**config.mk**
```make
export PLATFORM = sky130hd
export DESIGN_NAME = mem_bus_arbiter
export DESIGN_NICKNAME = d
export VERILOG_FILES = /design/src/rtl/mem_bus_arbiter_pkg.sv /design/src/rtl/mem_arb_pick.sv /design/src/rtl/mem_bus_arbiter.sv
export SDC_FILE = /design/constraint.sdc
export NUM_CORES = 1
export LEC_CHECK = 0
export BUFFER_PORTS_ARGS = -buffer_cell sky130_fd_sc_hd__clkbuf_2
export CELL_PAD_IN_SITES_DETAIL_PLACEMENT = 0
export CELL_PAD_IN_SITES_GLOBAL_PLACEMENT = 2
export CORE_AREA = 5 5 209 211
export CTS_CLUSTER_DIAMETER = 50
export CTS_CLUSTER_SIZE = 20
export DETAILED_ROUTE_END_ITERATION = 8
export DIE_AREA = 0 0 214 216
export PLACE_DENSITY = 0.78
export SYNTH_ARGS = -nofsm -noshare
export SYNTH_HDL_FRONTEND = slang
export SYNTH_SLANG_ARGS = --single-unit
```
**constraint.sdc**
```tcl
create_clock -name clk -period 12.4 [get_ports clk]
set_clock_uncertainty 0.2 [all_clocks]
set_input_delay 3.72 -clock clk [delete_from_list [all_inputs] [get_ports clk]]
set_output_delay 3.72 -clock clk [all_outputs]
set_load 0.1 [all_outputs]
```
**src/rtl/mem_bus_arbiter_pkg.sv**
```systemverilog
// Shared types and constants for the IFU/LSU memory port arbiter.
package mem_bus_arbiter_pkg;

  typedef enum logic [1:0] {
    ARB_IDLE  = 2'd0,
    ARB_ISSUE = 2'd1,
    ARB_WAIT  = 2'd2,
    ARB_RESP  = 2'd3
  } arb_state_e;

  typedef enum logic {
    OWN_IFU = 1'b0,
    OWN_LSU = 1'b1
  } arb_owner_e;

  // Instruction fetch reads the low word only.
  localparam logic [7:0] IFU_RMASK = 8'h0F;

  function automatic logic [7:0] sel_mask(input logic en, input logic [7:0] m);
    return en ? m : 8'h00;
  endfunction

endpackage

```
**src/rtl/mem_arb_pick.sv**
```systemverilog
// Grant decision between IFU and LSU with a bounded LSU streak so fetch cannot starve.
module mem_arb_pick #(
  parameter int STARVE_MAX = 4
) (
  input  logic clk,
  input  logic rst,
  input  logic idle_i,
  input  logic ifu_valid_i,
  input  logic lsu_valid_i,
  output logic grant_ifu_o,
  output logic grant_lsu_o
);
  localparam int SW = (STARVE_MAX > 0) ? $clog2(STARVE_MAX + 1) : 1;
  localparam logic [SW-1:0] SMAX = SW'(STARVE_MAX);

  logic [SW-1:0] streak_q, streak_d;
  logic          starve;

  // STARVE_MAX == 0 disables the override: LSU always wins.
  assign starve      = (STARVE_MAX != 0) && ifu_valid_i && (streak_q == SMAX);
  assign grant_lsu_o = idle_i && lsu_valid_i && !starve;
  assign grant_ifu_o = idle_i && ifu_valid_i && !grant_lsu_o;

  always_comb begin
    streak_d = streak_q;
    if (grant_lsu_o) begin
      if (!ifu_valid_i)            streak_d = '0;
      else if (streak_q != SMAX)   streak_d = streak_q + SW'(1);
    end else if (grant_ifu_o) begin
      streak_d = '0;
    end
  end

  always_ff @(posedge clk or posedge rst) begin
    if (rst) streak_q <= '0;
    else     streak_q <= streak_d;
  end

endmodule

```
**src/rtl/mem_bus_arbiter.sv**
```systemverilog
// Single-outstanding arbiter sharing one memory port between instruction fetch and load/store.
module mem_bus_arbiter
  import mem_bus_arbiter_pkg::*;
#(
  parameter int XLEN       = 64,
  parameter int STARVE_MAX = 4,
  parameter int TIMEOUT    = 256
) (
  input  logic            clk,
  input  logic            rst,
  input  logic            ifu_req_valid_i,
  output logic            ifu_req_ready_o,
  input  logic [XLEN-1:0] ifu_addr_i,
  output logic            ifu_resp_valid_o,
  output logic [XLEN-1:0] ifu_resp_data_o,
  output logic            ifu_resp_err_o,
  input  logic            lsu_req_valid_i,
  output logic            lsu_req_ready_o,
  input  logic            lsu_we_i,
  input  logic [XLEN-1:0] lsu_addr_i,
  input  logic [XLEN-1:0] lsu_wdata_i,
  input  logic [7:0]      lsu_mask_i,
  output logic            lsu_resp_valid_o,
  output logic [XLEN-1:0] lsu_resp_data_o,
  output logic            lsu_resp_err_o,
  output logic            mem_req_valid_o,
  input  logic            mem_req_ready_i,
  output logic            mem_we_o,
  output logic [XLEN-1:0] mem_addr_o,
  output logic [XLEN-1:0] mem_wdata_o,
  output logic [7:0]      mem_wmask_o,
  output logic [7:0]      mem_rmask_o,
  input  logic            mem_resp_valid_i,
  input  logic [XLEN-1:0] mem_resp_data_i,
  output logic            busy_o
);
  localparam int TW = (TIMEOUT > 1) ? $clog2(TIMEOUT) : 1;
  localparam logic [TW-1:0] TLAST = TW'(TIMEOUT - 1);

  arb_state_e      state_q, state_d;
  arb_owner_e      owner_q, owner_d;
  logic            we_q, we_d, err_q, err_d;
  logic [XLEN-1:0] addr_q, addr_d, wdata_q, wdata_d, rdata_q, rdata_d;
  logic [7:0]      wmask_q, wmask_d, rmask_q, rmask_d;
  logic [TW-1:0]   timer_q, timer_d;
  logic            grant_ifu, grant_lsu;

  mem_arb_pick #(.STARVE_MAX(STARVE_MAX)) u_pick (
    .clk         (clk),
    .rst         (rst),
    .idle_i      (state_q == ARB_IDLE),
    .ifu_valid_i (ifu_req_valid_i),
    .lsu_valid_i (lsu_req_valid_i),
    .grant_ifu_o (grant_ifu),
    .grant_lsu_o (grant_lsu)
  );

  always_comb begin
    state_d = state_q;
    owner_d = owner_q;
    we_d    = we_q;
    addr_d  = addr_q;
    wdata_d = wdata_q;
    wmask_d = wmask_q;
    rmask_d = rmask_q;
    timer_d = timer_q;
    rdata_d = rdata_q;
    err_d   = err_q;
    unique case (state_q)
      ARB_IDLE: begin
        if (grant_lsu) begin
          owner_d = OWN_LSU;
          we_d    = lsu_we_i;
          addr_d  = lsu_addr_i;
          wdata_d = lsu_wdata_i;
          wmask_d = sel_mask(lsu_we_i, lsu_mask_i);
          rmask_d = sel_mask(!lsu_we_i, lsu_mask_i);
          state_d = ARB_ISSUE;
        end else if (grant_ifu) begin
          owner_d = OWN_IFU;
          we_d    = 1'b0;
          addr_d  = ifu_addr_i;
          wdata_d = '0;
          wmask_d = 8'h00;
          rmask_d = IFU_RMASK;
          state_d = ARB_ISSUE;
        end
      end
      ARB_ISSUE: begin
        if (mem_req_ready_i) begin
          timer_d = '0;
          state_d = ARB_WAIT;
        end
      end
      ARB_WAIT: begin
        // A response on the terminal-count cycle still completes cleanly.
        if (mem_resp_valid_i) begin
          rdata_d = we_q ? '0 : mem_resp_data_i;
          err_d   = 1'b0;
          state_d = ARB_RESP;
        end else if (timer_q == TLAST) begin
          rdata_d = '0;
          err_d   = 1'b1;
          state_d = ARB_RESP;
        end else begin
          timer_d = timer_q + TW'(1);
        end
      end
      ARB_RESP: state_d = ARB_IDLE;
      default:  state_d = ARB_IDLE;
    endcase
  end

  always_ff @(posedge clk or posedge rst) begin
    if (rst) begin
      state_q <= ARB_IDLE;
      owner_q <= OWN_IFU;
      we_q    <= 1'b0;
      addr_q  <= '0;
      wdata_q <= '0;
      wmask_q <= '0;
      rmask_q <= '0;
      timer_q <= '0;
      rdata_q <= '0;
      err_q   <= 1'b0;
    end else begin
      state_q <= state_d;
      owner_q <= owner_d;
      we_q    <= we_d;
      addr_q  <= addr_d;
      wdata_q <= wdata_d;
      wmask_q <= wmask_d;
      rmask_q <= rmask_d;
      timer_q <= timer_d;
      rdata_q <= rdata_d;
      err_q   <= err_d;
    end
  end

  assign ifu_req_ready_o  = grant_ifu;
  assign lsu_req_ready_o  = grant_lsu;
  assign mem_req_valid_o  = (state_q == ARB_ISSUE);
  assign mem_we_o         = we_q;
  assign mem_addr_o       = addr_q;
  assign mem_wdata_o      = wdata_q;
  assign mem_wmask_o      = wmask_q;
  assign mem_rmask_o      = rmask_q;
  assign busy_o           = (state_q != ARB_IDLE);

  assign ifu_resp_valid_o = (state_q == ARB_RESP) && (owner_q == OWN_IFU);
  assign lsu_resp_valid_o = (state_q == ARB_RESP) && (owner_q == OWN_LSU);
  assign ifu_resp_data_o  = ifu_resp_valid_o ? rdata_q : '0;
  assign lsu_resp_data_o  = lsu_resp_valid_o ? rdata_q : '0;
  assign ifu_resp_err_o   = ifu_resp_valid_o && err_q;
  assign lsu_resp_err_o   = lsu_resp_valid_o && err_q;

endmodule

```
==> summary.md <==
| Metric | Value |
|---|---|
| Status | finished, final reports clean |
| Max-Cap Viols | 0 |
| Fraction of registers with async set/reset | 1.00 |
| CP startpoint kind | input pin |
| Fin Setup TNS | 0 ns |
| Die Ht | 216 µm |
| Num CTS Buffers | 29 |
| Root buf cell | clkbuf_16 |
| Clk slew on worst S/H paths | 0.06 ns |
| Rows | 75 |
| Netlist cell types | 44 |
| Final setup fails | 0 |
| Synth Cell Area | 10,000 µm² |
| RSZ-0062 raised after global routing | false |
| Initial antenna violation count | 1 |
| Syn avg cell area | 11.4 µm² |
| Num Clock Sinks | 224 |
| Crit Path Max Fanout | 46 |
| Gpl congestion | 0.794 |
| Number of global-route vias before repair | 9,111 |
| Reg-to-reg endpoint | mem_rmask_o[4] |
| Flop2flop setup slack | between 8 and 9 ns |
| CTS tree | built |
| FILL cells | 4,299 |
| Starting Density | 0.241 |
| CP most frequent cell | clkbuf_2 |
| Share of cells above drive strength 1 | 0.445 |
| # DRC | 0 |
| Clock buffer depth | 3 |
| Post-synth top cells | dfrtp_1 (224), a22o_1 (121), nand2_1 (75) |
| Period utilisation layout | 0.790 |
| Worst Setup EP | ifu_req_ready_o |
| Max-slew violations | 0 |
| Routed vias/inst | approximately 4.6 |
| PostCTS Resize Cnt | 0 |
| Final Hold Fails | 0 |
| Reg-to-reg startpoint | state_q[0] |
| Post-synth top flop | dfrtp_1 |
| Min Tclk post-route | a little under 10 ns |
| R2r worst-path depth | 8 |
| Final HPWL DP | 27,300 µm |
| Worst path slowest cell | a31oi_4 |
| Core area | 41,600 µm² |
| Critical Path Sink Type | primary output |
| Min-Delay Path Class | register to register |
| WL final | around 36,000 µm |
| Largest net degree at the start of global routing | 105 |
| Leading area contributor after synthesis | dfrtp_1 |
| CP Class | input pin to primary output |
| Area contributors post-synth | dfrtp_1 (56%), a22o_1 (11%), mux2i_1 (6.4%), and2_1 (4.1%), and3_1 (4.1%) |
| Gr usage total | 0.150 |
| H-Tree Depth | 1 |
| Via count | 8,883 |
| Die area | ~46,000 µm² |
| Area Overhead vs Synth | 42.5% |
| Area after DPL | between 10,000 and 15,000 µm² |
| Hold Crit Start | mem_wdata_o[42] |
| Post-DR wirelength/cell | 18.7 µm |
| EDFF count, synth | 0 |
| DR pass1 iterations | 4 |
| Synth top area share | 0.559 |
| Slowest stage delay, CP | 0.92 ns |
| Crit path launch | ifu_req_valid_i |
| Max_slew headroom | 0.269 |
| Synthesized instance count | 876 |
| Synth warnings | 0 |
| Initial DRC count | 508 |
| Critical Path AT | 5.88 ns |
| Final Cell Area | 14,300 µm² |
| Postcts setup bufs | 0 |
| Peak Freq | 0.102 GHz |
| GRT Residual Overflow | 0 |
| Clk Latency, worst-skew pair | between 0.5 and 0.6 ns |
| Post-synthesis sequential area ratio | 0.559 |
| Port Buffers | 551 |
| First-pass GRT wire length | 55,900 µm |
| Least-Margin Pin Slew | between 1 and 1.5 ns |
| DRT antenna net count | 0 |
| Req. time, crit path | 8.48 ns |
| Count leader, synth | dfrtp_1 |
| Yosys reg bits | ~220 |
| Synthesized Nets | about 1,200 |
| Ports | 552 |
| Cts-stage hold buffer count | 0 |
| Crit path cell chain | clkbuf_2 > a31oi_4 > buf_4 > nor2_1 > clkbuf_2 |
| Die W | 214 µm |
| Total Nets Final | between 1,500 and 2,000 |
-- layer usage --
metal  track usage  share of wire  vias up  wire (µm)
met3        0.0537          0.088       42       3220
met2         0.249           0.47      362      17300
met1         0.186           0.42     4285      15200
met4        0.0397          0.020        0        712
met5             0              0        -          0
li1              -              -     4194          -
-- sequential cells by signal (all words and copies together), names as in the netlist, 2 cells and up --
signal           count
mem_addr_o          64
mem_wdata_o         64
rdata_q             64
mem_rmask_o          8
mem_wmask_o          8
timer_q              8
u_pick.streak_q      3
state_q              2
-- area by class of cell --
cell class,count,area (µm²),area share
Multi-Input combinational cell,565,4010,0.281
Clock buffer,32,767,0.0537
Sequential cell,224,5610,0.392
Tap cell,539,674,0.0472
Antenna cell,1,2.50,0.000175
Timing Repair Buffer,563,2850,0.199
Inverter,6,30.0,0.00210
Clock inverter,21,342,0.0239
-- placed cells by master, fill, tap and decap left out, types with 2 or more instances in the layout --
master,count
o21ai_0,72
and4b_1,14
dfrtp_1,224
buf_4,12
mux2i_1,64
o211ai_1,2
o21ai_1,6
clkbuf_16,29
a22o_1,121
a21o_1,15
clkinvlp_4,3
clkinv_8,2
inv_6,4
and3_1,66
and2_1,66
inv_8,3
nand2b_1,4
clkbuf_8,3
bufinv_16,7
clkbuf_2,551
a32o_1,9
nand2_1,74
a21oi_1,10
nand3b_1,5
clkinv_2,2
ha_1,7
inv_1,5
nor2_1,5
-- stage by stage --
stage               std cells  hold WS, ns  utilization  setup WS (ns)
floorplan                 876        0.255            -           2.35
global placement         1897        0.273        0.317           2.60
detailed placement       1897        0.280        0.317           2.56
CTS                      1950        0.301        0.344           2.57
global route             1951        0.312        0.344           2.43
finish                   1951        0.296        0.344           2.60
-- kinds of logic (layout without fill, tap and decap cells) --
| logic type | after synthesis | count (layout) | synth area share |
|---|---|---|---|
| AND/OR/NAND/NOR | 246 | 246 | 0.140 |
| AO/OA/AOI/OAI | 245 | 245 | 0.181 |
| flip-flops | 224 | 224 | 0.559 |
| buffers and inverters | 87 | 622 | 0.0432 |
| multiplexers | 65 | 65 | 0.0650 |
| adder cells (fa/ha/maj) | 8 | 8 | 0.00999 |
| XOR/XNOR | 1 | 1 | 0.000874 |
| other | 0 | 1 | 0 |
-- how the worst min path moves through the flow --
stage,to,slack (ns),cells after the start
after floorplan,rdata_q[58],0.25,1
after global placement,mem_wmask_o[0],0.27,1
after detailed placement,mem_wdata_o[55],0.28,1
after CTS,mem_wmask_o[1],0.30,1
after global routing,mem_wdata_o[49],0.31,1
final,mem_wdata_o[42],0.30,1
-- worst max-delay path: cells and delay by family --
family,cells,cell delay (ns)
compound gates,1,0.92
buf+inv,3,1.08
simple gates,1,0.13
Power is left out: the tool's default activity adds up to more than one toggle a clock period on the data nets, which glitch-free logic cannot reach.
